===== config.mk =====
export PLATFORM = sky130hd
export DESIGN_NAME = lsu_align
export DESIGN_NICKNAME = d
export VERILOG_FILES = /design/src/rtl/lsu_align.sv
export SDC_FILE = /design/constraint.sdc
export NUM_CORES = 1
export LEC_CHECK = 0
export CORE_ASPECT_RATIO = 0.5
export CORE_MARGIN = 2
export CORE_UTILIZATION = 52
export DETAILED_ROUTE_END_ITERATION = 16
export PLACE_DENSITY = 0.86
export SLEW_MARGIN = 15
export SYNTH_ARGS = -nofsm -noshare
export SYNTH_HDL_FRONTEND = slang
export SYNTH_SLANG_ARGS = --single-unit

===== constraint.sdc =====
create_clock -name clock -period 3.73 [get_ports clock]
set_clock_uncertainty 0.15 [all_clocks]
set_input_delay 0.373 -clock clock [delete_from_list [all_inputs] [get_ports clock]]
set_output_delay 0.373 -clock clock [all_outputs]
set_load 0.01 [all_outputs]

===== src/rtl/lsu_align.sv =====
// Load/store alignment unit: lane placement, byte masks, load extension and
// optional two-beat splitting of accesses that straddle a bus word.
module lsu_align #(
    parameter int XLEN           = 32,
    parameter int ADDR_W         = 32,
    parameter int MISALIGN_SPLIT = 1
) (
    input  logic              clock,
    input  logic              reset,
    input  logic              req_valid,
    output logic              req_ready,
    input  logic              req_wen,
    input  logic [1:0]        req_size,
    input  logic              req_signed,
    input  logic [ADDR_W-1:0] req_addr,
    input  logic [XLEN-1:0]   req_wdata,
    output logic              resp_valid,
    output logic [XLEN-1:0]   resp_rdata,
    output logic              resp_err,
    output logic              io_lsu_reqValid,
    output logic [ADDR_W-1:0] io_lsu_addr,
    output logic              io_lsu_wen,
    output logic [XLEN-1:0]   io_lsu_wdata,
    output logic [XLEN/8-1:0] io_lsu_wmask,
    output logic [1:0]        io_lsu_size,
    input  logic              io_lsu_respValid,
    input  logic [XLEN-1:0]   io_lsu_rdata
);
    localparam int NB    = XLEN / 8;
    localparam int OFF_W = $clog2(NB);

    typedef enum logic [1:0] {IDLE, BEAT0, BEAT1, RESP} state_t;

    state_t              state_q, state_d;
    logic                wen_q, wen_d;
    logic [1:0]          size_q, size_d;
    logic                sgn_q, sgn_d;
    logic [ADDR_W-1:0]   addr_q, addr_d;
    logic                cross_q, cross_d;
    logic [2*XLEN-1:0]   wd2_q, wd2_d;
    logic [2*NB-1:0]     mask2_q, mask2_d;
    logic [XLEN-1:0]     rdata0_q, rdata0_d;
    logic                resp_valid_q, resp_valid_d;
    logic [XLEN-1:0]     resp_rdata_q, resp_rdata_d;
    logic                resp_err_q, resp_err_d;
    logic                bus_req_q, bus_req_d;
    logic [ADDR_W-1:0]   bus_addr_q, bus_addr_d;
    logic                bus_wen_q, bus_wen_d;
    logic [XLEN-1:0]     bus_wdata_q, bus_wdata_d;
    logic [NB-1:0]       bus_wmask_q, bus_wmask_d;

    logic [OFF_W-1:0]    req_off_s;
    int                  req_bytes_s;
    logic                req_cross_s;
    logic                req_illegal_s;
    logic [2*XLEN-1:0]   req_wd2_s;
    logic [2*NB-1:0]     req_lmask_s;
    logic [2*NB-1:0]     req_mask2_s;
    logic [ADDR_W-1:0]   beat0_addr_s;

    // Shift the straddling pair down to the access offset, keep size bytes and extend.
    function automatic logic [XLEN-1:0] load_extract(input logic [2*XLEN-1:0] cat,
                                                      input logic [OFF_W-1:0]  off,
                                                      input logic [1:0]        size,
                                                      input logic              sgn);
        logic [2*XLEN-1:0] sh;
        logic [XLEN-1:0]   res;
        logic              msb;
        int                nbits;
        sh    = cat >> {off, 3'b000};
        nbits = 8 << size;
        if (nbits > XLEN) begin
            nbits = XLEN;
        end else begin
            nbits = nbits;
        end
        msb = sgn & sh[nbits-1];
        for (int i = 0; i < XLEN; i++) begin
            res[i] = (i < nbits) ? sh[i] : msb;
        end
        return res;
    endfunction

    assign req_ready       = (state_q == IDLE) && !reset;
    assign resp_valid      = resp_valid_q;
    assign resp_rdata      = resp_rdata_q;
    assign resp_err        = resp_err_q;
    assign io_lsu_reqValid = bus_req_q;
    assign io_lsu_addr     = bus_addr_q;
    assign io_lsu_wen      = bus_wen_q;
    assign io_lsu_wdata    = bus_wdata_q;
    assign io_lsu_wmask    = bus_wmask_q;
    assign io_lsu_size     = 2'(OFF_W);
    assign beat0_addr_s    = {addr_q[ADDR_W-1:OFF_W], {OFF_W{1'b0}}};

    // Decode the incoming request into lane-positioned data/mask over two bus words.
    always_comb begin
        req_off_s     = req_addr[OFF_W-1:0];
        req_bytes_s   = 1 << req_size;
        req_cross_s   = (int'(req_off_s) + req_bytes_s) > NB;
        req_illegal_s = int'(req_size) > OFF_W;
        req_wd2_s     = {{XLEN{1'b0}}, req_wdata} << {req_off_s, 3'b000};
        for (int i = 0; i < 2*NB; i++) begin
            req_lmask_s[i] = (i < req_bytes_s);
        end
        req_mask2_s   = req_lmask_s << req_off_s;
    end

    // Next-state and registered-output logic for the access sequencer.
    always_comb begin
        state_d      = state_q;
        wen_d        = wen_q;
        size_d       = size_q;
        sgn_d        = sgn_q;
        addr_d       = addr_q;
        cross_d      = cross_q;
        wd2_d        = wd2_q;
        mask2_d      = mask2_q;
        rdata0_d     = rdata0_q;
        resp_valid_d = 1'b0;
        resp_rdata_d = {XLEN{1'b0}};
        resp_err_d   = 1'b0;
        bus_req_d    = bus_req_q;
        bus_addr_d   = bus_addr_q;
        bus_wen_d    = bus_wen_q;
        bus_wdata_d  = bus_wdata_q;
        bus_wmask_d  = bus_wmask_q;
        case (state_q)
            IDLE: begin
                if (req_valid) begin
                    wen_d   = req_wen;
                    size_d  = req_size;
                    sgn_d   = req_signed;
                    addr_d  = req_addr;
                    cross_d = req_cross_s;
                    wd2_d   = req_wd2_s;
                    mask2_d = req_mask2_s;
                    if (req_illegal_s || (req_cross_s && (MISALIGN_SPLIT == 0))) begin
                        state_d      = RESP;
                        resp_valid_d = 1'b1;
                        resp_err_d   = 1'b1;
                    end else begin
                        state_d     = BEAT0;
                        bus_req_d   = 1'b1;
                        bus_addr_d  = {req_addr[ADDR_W-1:OFF_W], {OFF_W{1'b0}}};
                        bus_wen_d   = req_wen;
                        bus_wdata_d = req_wd2_s[XLEN-1:0];
                        bus_wmask_d = req_wen ? req_mask2_s[NB-1:0] : {NB{1'b0}};
                    end
                end else begin
                    state_d = IDLE;
                end
            end
            BEAT0: begin
                if (io_lsu_respValid) begin
                    bus_req_d = 1'b0;
                    rdata0_d  = io_lsu_rdata;
                    if (cross_q) begin
                        state_d = BEAT1;
                    end else begin
                        state_d      = RESP;
                        resp_valid_d = 1'b1;
                        resp_rdata_d = wen_q ? {XLEN{1'b0}} :
                            load_extract({{XLEN{1'b0}}, io_lsu_rdata}, addr_q[OFF_W-1:0], size_q, sgn_q);
                    end
                end else begin
                    state_d = BEAT0;
                end
            end
            BEAT1: begin
                // First BEAT1 cycle is the mandatory request gap after beat 0.
                if (!bus_req_q) begin
                    bus_req_d   = 1'b1;
                    bus_addr_d  = beat0_addr_s + ADDR_W'(NB);
                    bus_wdata_d = wd2_q[2*XLEN-1:XLEN];
                    bus_wmask_d = wen_q ? mask2_q[2*NB-1:NB] : {NB{1'b0}};
                end else if (io_lsu_respValid) begin
                    bus_req_d    = 1'b0;
                    state_d      = RESP;
                    resp_valid_d = 1'b1;
                    resp_rdata_d = wen_q ? {XLEN{1'b0}} :
                        load_extract({io_lsu_rdata, rdata0_q}, addr_q[OFF_W-1:0], size_q, sgn_q);
                end else begin
                    state_d = BEAT1;
                end
            end
            RESP: begin
                state_d = IDLE;
            end
            default: begin
                state_d = IDLE;
            end
        endcase
    end

    // State and output registers with synchronous reset.
    always_ff @(posedge clock) begin
        if (reset) begin
            state_q      <= IDLE;
            wen_q        <= 1'b0;
            size_q       <= 2'd0;
            sgn_q        <= 1'b0;
            addr_q       <= {ADDR_W{1'b0}};
            cross_q      <= 1'b0;
            wd2_q        <= {(2*XLEN){1'b0}};
            mask2_q      <= {(2*NB){1'b0}};
            rdata0_q     <= {XLEN{1'b0}};
            resp_valid_q <= 1'b0;
            resp_rdata_q <= {XLEN{1'b0}};
            resp_err_q   <= 1'b0;
            bus_req_q    <= 1'b0;
            bus_addr_q   <= {ADDR_W{1'b0}};
            bus_wen_q    <= 1'b0;
            bus_wdata_q  <= {XLEN{1'b0}};
            bus_wmask_q  <= {NB{1'b0}};
        end else begin
            state_q      <= state_d;
            wen_q        <= wen_d;
            size_q       <= size_d;
            sgn_q        <= sgn_d;
            addr_q       <= addr_d;
            cross_q      <= cross_d;
            wd2_q        <= wd2_d;
            mask2_q      <= mask2_d;
            rdata0_q     <= rdata0_d;
            resp_valid_q <= resp_valid_d;
            resp_rdata_q <= resp_rdata_d;
            resp_err_q   <= resp_err_d;
            bus_req_q    <= bus_req_d;
            bus_addr_q   <= bus_addr_d;
            bus_wen_q    <= bus_wen_d;
            bus_wdata_q  <= bus_wdata_d;
            bus_wmask_q  <= bus_wmask_d;
        end
    end
endmodule


# == Word-level counts from Yosys, hierarchy flattened ==
# Index checks and enable logic that the tools add are counted.
# totals
register_bits,247
latch_bits,0
ram_bits,0
rom_bits,0
in_bits,104
wordCells,245
memories,0
# classes
addsub,4
multipliers,0
div,0
magnitude_cmp,77
n_eq_ne,8
shifts,6
muxes,118
bitwise,4
reduce_logical,11
# op_table
op,n
< comparator 6 x 32 -> 1 bit (first input constant),32
2-to-1 mux 32 bit,19
< comparator 5 x 32 -> 1 bit (first input constant),16
< comparator 4 x 32 -> 1 bit (first input constant),12
< comparator 3 x 32 -> 1 bit (first input constant),6
one-hot mux 32 bit (2 select lines),3
< comparator 1 x 32 -> 1 bit (first input constant),3
< comparator 2 x 32 -> 1 bit (first input constant),3
2-to-1 mux 1 bit,81
< comparator 32 x 8 -> 1 bit (second input constant),2
left shift 32 x 5 -> 64 bit,1
>> shifter 32 x 5 -> 64 bit,1
>> shifter 64 x 5 -> 64 bit,1
subtractor 32 x 2 -> 32 bit (second input constant),2
adder 3 x 32 -> 32 bit,1
adder 32 x 3 -> 32 bit (second input constant),1
greater-than comparator 32 x 4 -> 1 bit (second input constant),1
greater-than comparator 32 x 7 -> 1 bit (second input constant),1
left shift 1 x 2 -> 32 bit (first input constant),1
left shift 4 x 2 -> 32 bit (first input constant),1
2-to-1 mux 4 bit,5
binary-select mux 1 bit (select 6 bit),2
!= test 2 bit (second input constant),5
2-to-1 mux 2 bit,4
other kinds (18),24

# == Depth between registers and ports, before layout ==
# logic_depth
word_depth,16
depth_mapped,12
mapped_depth_nobuf,10

# == Worst setup path after synthesis ==
# Ideal clock, no wire load.
# synth_timing
path_type,register -> register
startpoint,reg size_q[1]
endpoint,reg resp_rdata_q[24] (netlist: resp_rdata[24])
arrival_ns,2.490
required_time_ns,3.458
slack_ns,0.967
path_stages_with_launch,11
path_buffers,2
cell_sequence,dfxtp_1 -> nor2_1 -> inv_2 -> ha_1 -> clkbuf_1 -> mux2_2 -> o31ai_1 -> nor4_2 -> o21ai_4 -> buf_6 -> nand2_2
# synth_between
elab_chain_cells,16
elab_cells_between_ends,30
# synth_rtl
element,line_no,source
"start, declared",36,"logic [1:0] size_q, size_d;"
"start signal, assigned",219,size_q <= size_d;
left shift 4 x 2 -> 32 bit (*),71,nbits = 8 << size;
greater-than comparator 32 x 7 -> 1 bit,72,if (nbits > XLEN) begin
2-to-1 mux 32 bit (*),72,
2-to-1 mux 32 bit (on tied branches),"177, 158",
2-to-1 mux 32 bit (on tied branches),"172, 155",
2-to-1 mux 32 bit,128,case (state_q)
subtractor 32 x 2 -> 32 bit,77,msb = sgn & sh[nbits-1];
binary-select mux 1 bit (select 6 bit),77,
2-to-1 mux 1 bit (not written as such) (2 in a row),77,
bitwise AND 1 bit,77,
2-to-1 mux 1 bit,79,res[i] = (i < nbits) ? sh[i] : msb;
2-to-1 mux 32 bit (on tied branches),"181, 163",
2-to-1 mux 32 bit (on tied branches),"177, 158",
2-to-1 mux 32 bit (on tied branches),"172, 155",
one-hot mux 32 bit (2 select lines) (*),128,
"end signal, assigned",209,resp_rdata_q <= {XLEN{1'b0}};
"end signal, assigned",227,resp_rdata_q <= resp_rdata_d;
"end, declared",44,"logic [XLEN-1:0] resp_rdata_q, resp_rdata_d;"
# Every way passes the cells marked *; elsewhere a longest branch is shown, timed or not. The select of a mux whose other input is x is not followed.
# A chain may end at the register's enable or synchronous reset.

# == Worst setup path after layout ==
# layout_timing
startpoint,reg size_q[1]
endpoint,reg resp_rdata_q[21] (netlist: resp_rdata[21])
# Same word-level chain as after synthesis.

==> key figures <==
Run status
  • Status: complete, no violations

Logic synthesis
  • Cell count after synthesis: 1,287
  • Avg Cell Area, Syn: 8.117 um^2
  • Top post-synthesis cells by area: dfxtp_1, nand2_1, a21oi_1
  • Number of synthesized flops with an enable pin: 0
  • Sequential-to-total area share from yosys stat: 38.52%
  • Largest area contributor in the netlist: dfxtp_1
  • Cell area after synthesis: 10,450 um^2
  • Yosys top cell area share: 38.52%
  • Ys Warns: 0
  • Main synth FF type: dfxtp_1
  • Ys async rst share: 0%
  • Post-synthesis cell type count: 71
  • #FFs+latches synth: 201

Die
  • Std cell rows: 36
  • I/O Pins: 211
  • Die ar.: 21,310 um^2
  • Initial Utilization: 53.31%
  • Core ar.: 19,590 um^2
  • Die W: 204.4 um
  • Die Y: 104.2 um

Route
  • Via Count: 10,600
  • Drt drc: 0
  • Vias per cell: 6.201
  • Wire length per cell: 19.20 um
  • Initial DRC count: 1,096
  • Drt first pass iters: 5
  • Post-route ant nets: 0
  • Routed WL: 32,830 um

STA
  • Slew HR: 36.70%
  • Hold Vio Cnt, Final: 0
  • Max Slew Vio Count: 0
  • Final cycle utilization of the critical path: 86.99%
  • Total negative slack: 0 ps
  • Min Tclk post-route: 3245 ps
  • Worst-Margin Slew: 949.5 ps
  • RSZ-0062 raised after global routing: no
  • Final-report setup violation count: 0
  • Max Clock Freq: 308.2 MHz

Clocking
  • H-tree levels: 1
  • Worst-path clk slew: 60 ps
  • CTS buffer count: 20
  • Clock net sink count: 201
  • Clock Path Buffers: 3
  • # hold bufs at CTS: 0
  • Root Driver: clkbuf_16
  • Clk Latency, worst-skew pair: 490 ps
  • Post CTS Setup Buffer Count: 0
  • CTS tree: yes
  • PostCTS Resize Cnt: 0

Global routing
  • Total grt overflow: 0
  • Antenna violations before repair: 0
  • Vias in the first global route: 9,989
  • First-pass GRT wire length: 52,130 um
  • Maximum number of pins on one net before global-route repair: 92
  • Global Route Usage Sum: 30.00%

Layout
  • Area of the multi-input gates: 5904 um^2
  • Share of layout cells above drive strength 1: 9.834%
  • Register Area: 4026 um^2
  • Final-layout fill cell count: 1,551
  • Layout area overhead: 26.66%
  • Nets: 1,545
  • Antenna cells: 0

Worst hold path
  • Hold/Removal Path Class: input port to flop
  • Hold wc startpoint: reset
  • WHS Path Cells: 2
  • WHS Endpoint: rdata0_q[7]

Critical path
  • R2R cell count: 8
  • Worst setup EP type: flop
  • R2r setup slk: 490 ps
  • Critical path type: flop to flop
  • Worst Path Required: 3900 ps
  • Setup crit start: size_q[1]
  • Worst flop-to-flop path startpoint: size_q[1]
  • Startpoint types: flop
  • WP data arrival: 3420 ps
  • Reg-to-reg endpoint: resp_rdata[21]
  • Crit path max fanout: 16

Power and ir drop
  • Pwr Density: 441.5 nW/um^2
  • Peak supply drop: 0.2469 mV
  • Lkg Pwr: 4.807 nW
  • Pwr Total: 5.842 mW

Placed design
  • Port-buffer cells: 206
  • RD Place Congestion: 0.9262
  • DPL Wire Length: 22,540 um

Job
  • Max-Cap Viols: 0
-- power breakdown --
| part | switching (mW) | internal, mW |
|---|---|---|
| logic | 0.741 | 0.604 |
| clock network | 0.824 | 1.22 |
| registers | 0.145 | 2.31 |
-- placed cells by master (no fill, tap or decap), types with 17 or more instances in the layout --
master and n:
a221oi_1 29, a211oi_1 17, o211ai_1 27, a22oi_1 20, and3_1 24, mux2i_1 52, nor3_1 39, clkdlybuf4s50_1 204
a21oi_1 127, nand3_1 27, mux2_2 42, o21ai_0 36, nor2_1 130, buf_4 25, nand2_1 220, clkbuf_16 21
dfxtp_1 199
-- cell type report --
cell class,count,share of cell area [%]
multi-input cells,965,44.62
flip-flops and latches,201,30.43
repair buffers,231,17.04
clock buffers,31,4.709
well taps,266,2.515
clock inverters,4,0.3404
inverters,12,0.3404
-- how the worst max path moves through the flow --
stage | to | slack [ps] | cells past startpoint
detailed placement | io_lsu_addr[18] | 390 | 7
global route | resp_rdata[21] | 280 | 8
finish | resp_rdata[21] | 490 | 8
floorplan | resp_rdata[24] | 970 | 10
CTS | resp_rdata[21] | 530 | 8
global placement | io_lsu_addr[10] | 580 | 7
-- cell families after synthesis --
logic type               share of synthesized area, %
AO/OA/AOI/OAI                                   21.06
buffers and inverters                           5.222
AND/OR/NAND/NOR                                 21.73
other                                         0.07189
adder cells (fa/ha/maj)                         1.198
multiplexers                                    9.941
flip-flops                                      38.52
XOR/XNOR                                        2.264
-- cells in the mapped netlist, types with 7 or more instances --
cell / count
a22oi_1: 20
mux2i_1: 52
ha_1: 10
a221oi_1: 29
mux2_2: 42
o22ai_1: 8
clkbuf_1: 70
nand3_1: 27
o21ai_0: 36
nand4_1: 7
and3_1: 24
dfxtp_1: 201
buf_1: 11
nand2_2: 10
inv_1: 10
xor2_1: 16
o211ai_1: 27
nor3_1: 39
a32oi_1: 7
a21oi_1: 127
a211oi_1: 18
and2_1: 7
and4_1: 7
nor2_1: 130
buf_2: 17
nand2_1: 221
xnor2_1: 11
-- worst max-delay path, stage by stage, from the launching register on --
cell and delay (ps):
dfxtp_1 680, nor2_1 150, inv_2 180, ha_1 370
mux2_2 380, o31ai_1 340, nor4_2 120, o21ai_4 530
nand2_1 170
-- metrics by stage --
step           cells  hold slack [ps]  worst slack (ps)  util (%)  cell area [um^2]
5_1_grt         1710            26.20             276.6     67.53             13230
4_1_cts         1710            20.86             529.0     67.53             13230
3_3_place_gp    1675            291.0             578.7     64.12             12560
2_1_floorplan   1289            282.2             967.4         -             10450
6_report        1710            25.34             485.3     67.53             13230
3_5_place_dp    1675            299.4             388.1     64.12             12560
-- per-layer routing --
metal  global-route usage, %  vias up  wire, um
li1                        -     4881         -
met1                   40.67     5049     13610
met2                   48.35      583     15240
met3                   4.637       91      2949
met4                   10.97        0      1022
met5                       0        -         0
-- registers in the layout (all words and copies together) (netlist names) --
register and cells:
addr_q 32, cross_q 1, io_lsu_addr 30, io_lsu_reqValid 1, io_lsu_wdata 32, io_lsu_wen 1
io_lsu_wmask 4, mask2_q 4, rdata0_q 32, resp_err 1, resp_rdata 32, resp_valid 1
sgn_q 1, size_q 2, state_q 2, wd2_q 24, wen_q 1
Power figures use the tool's default switching activity.
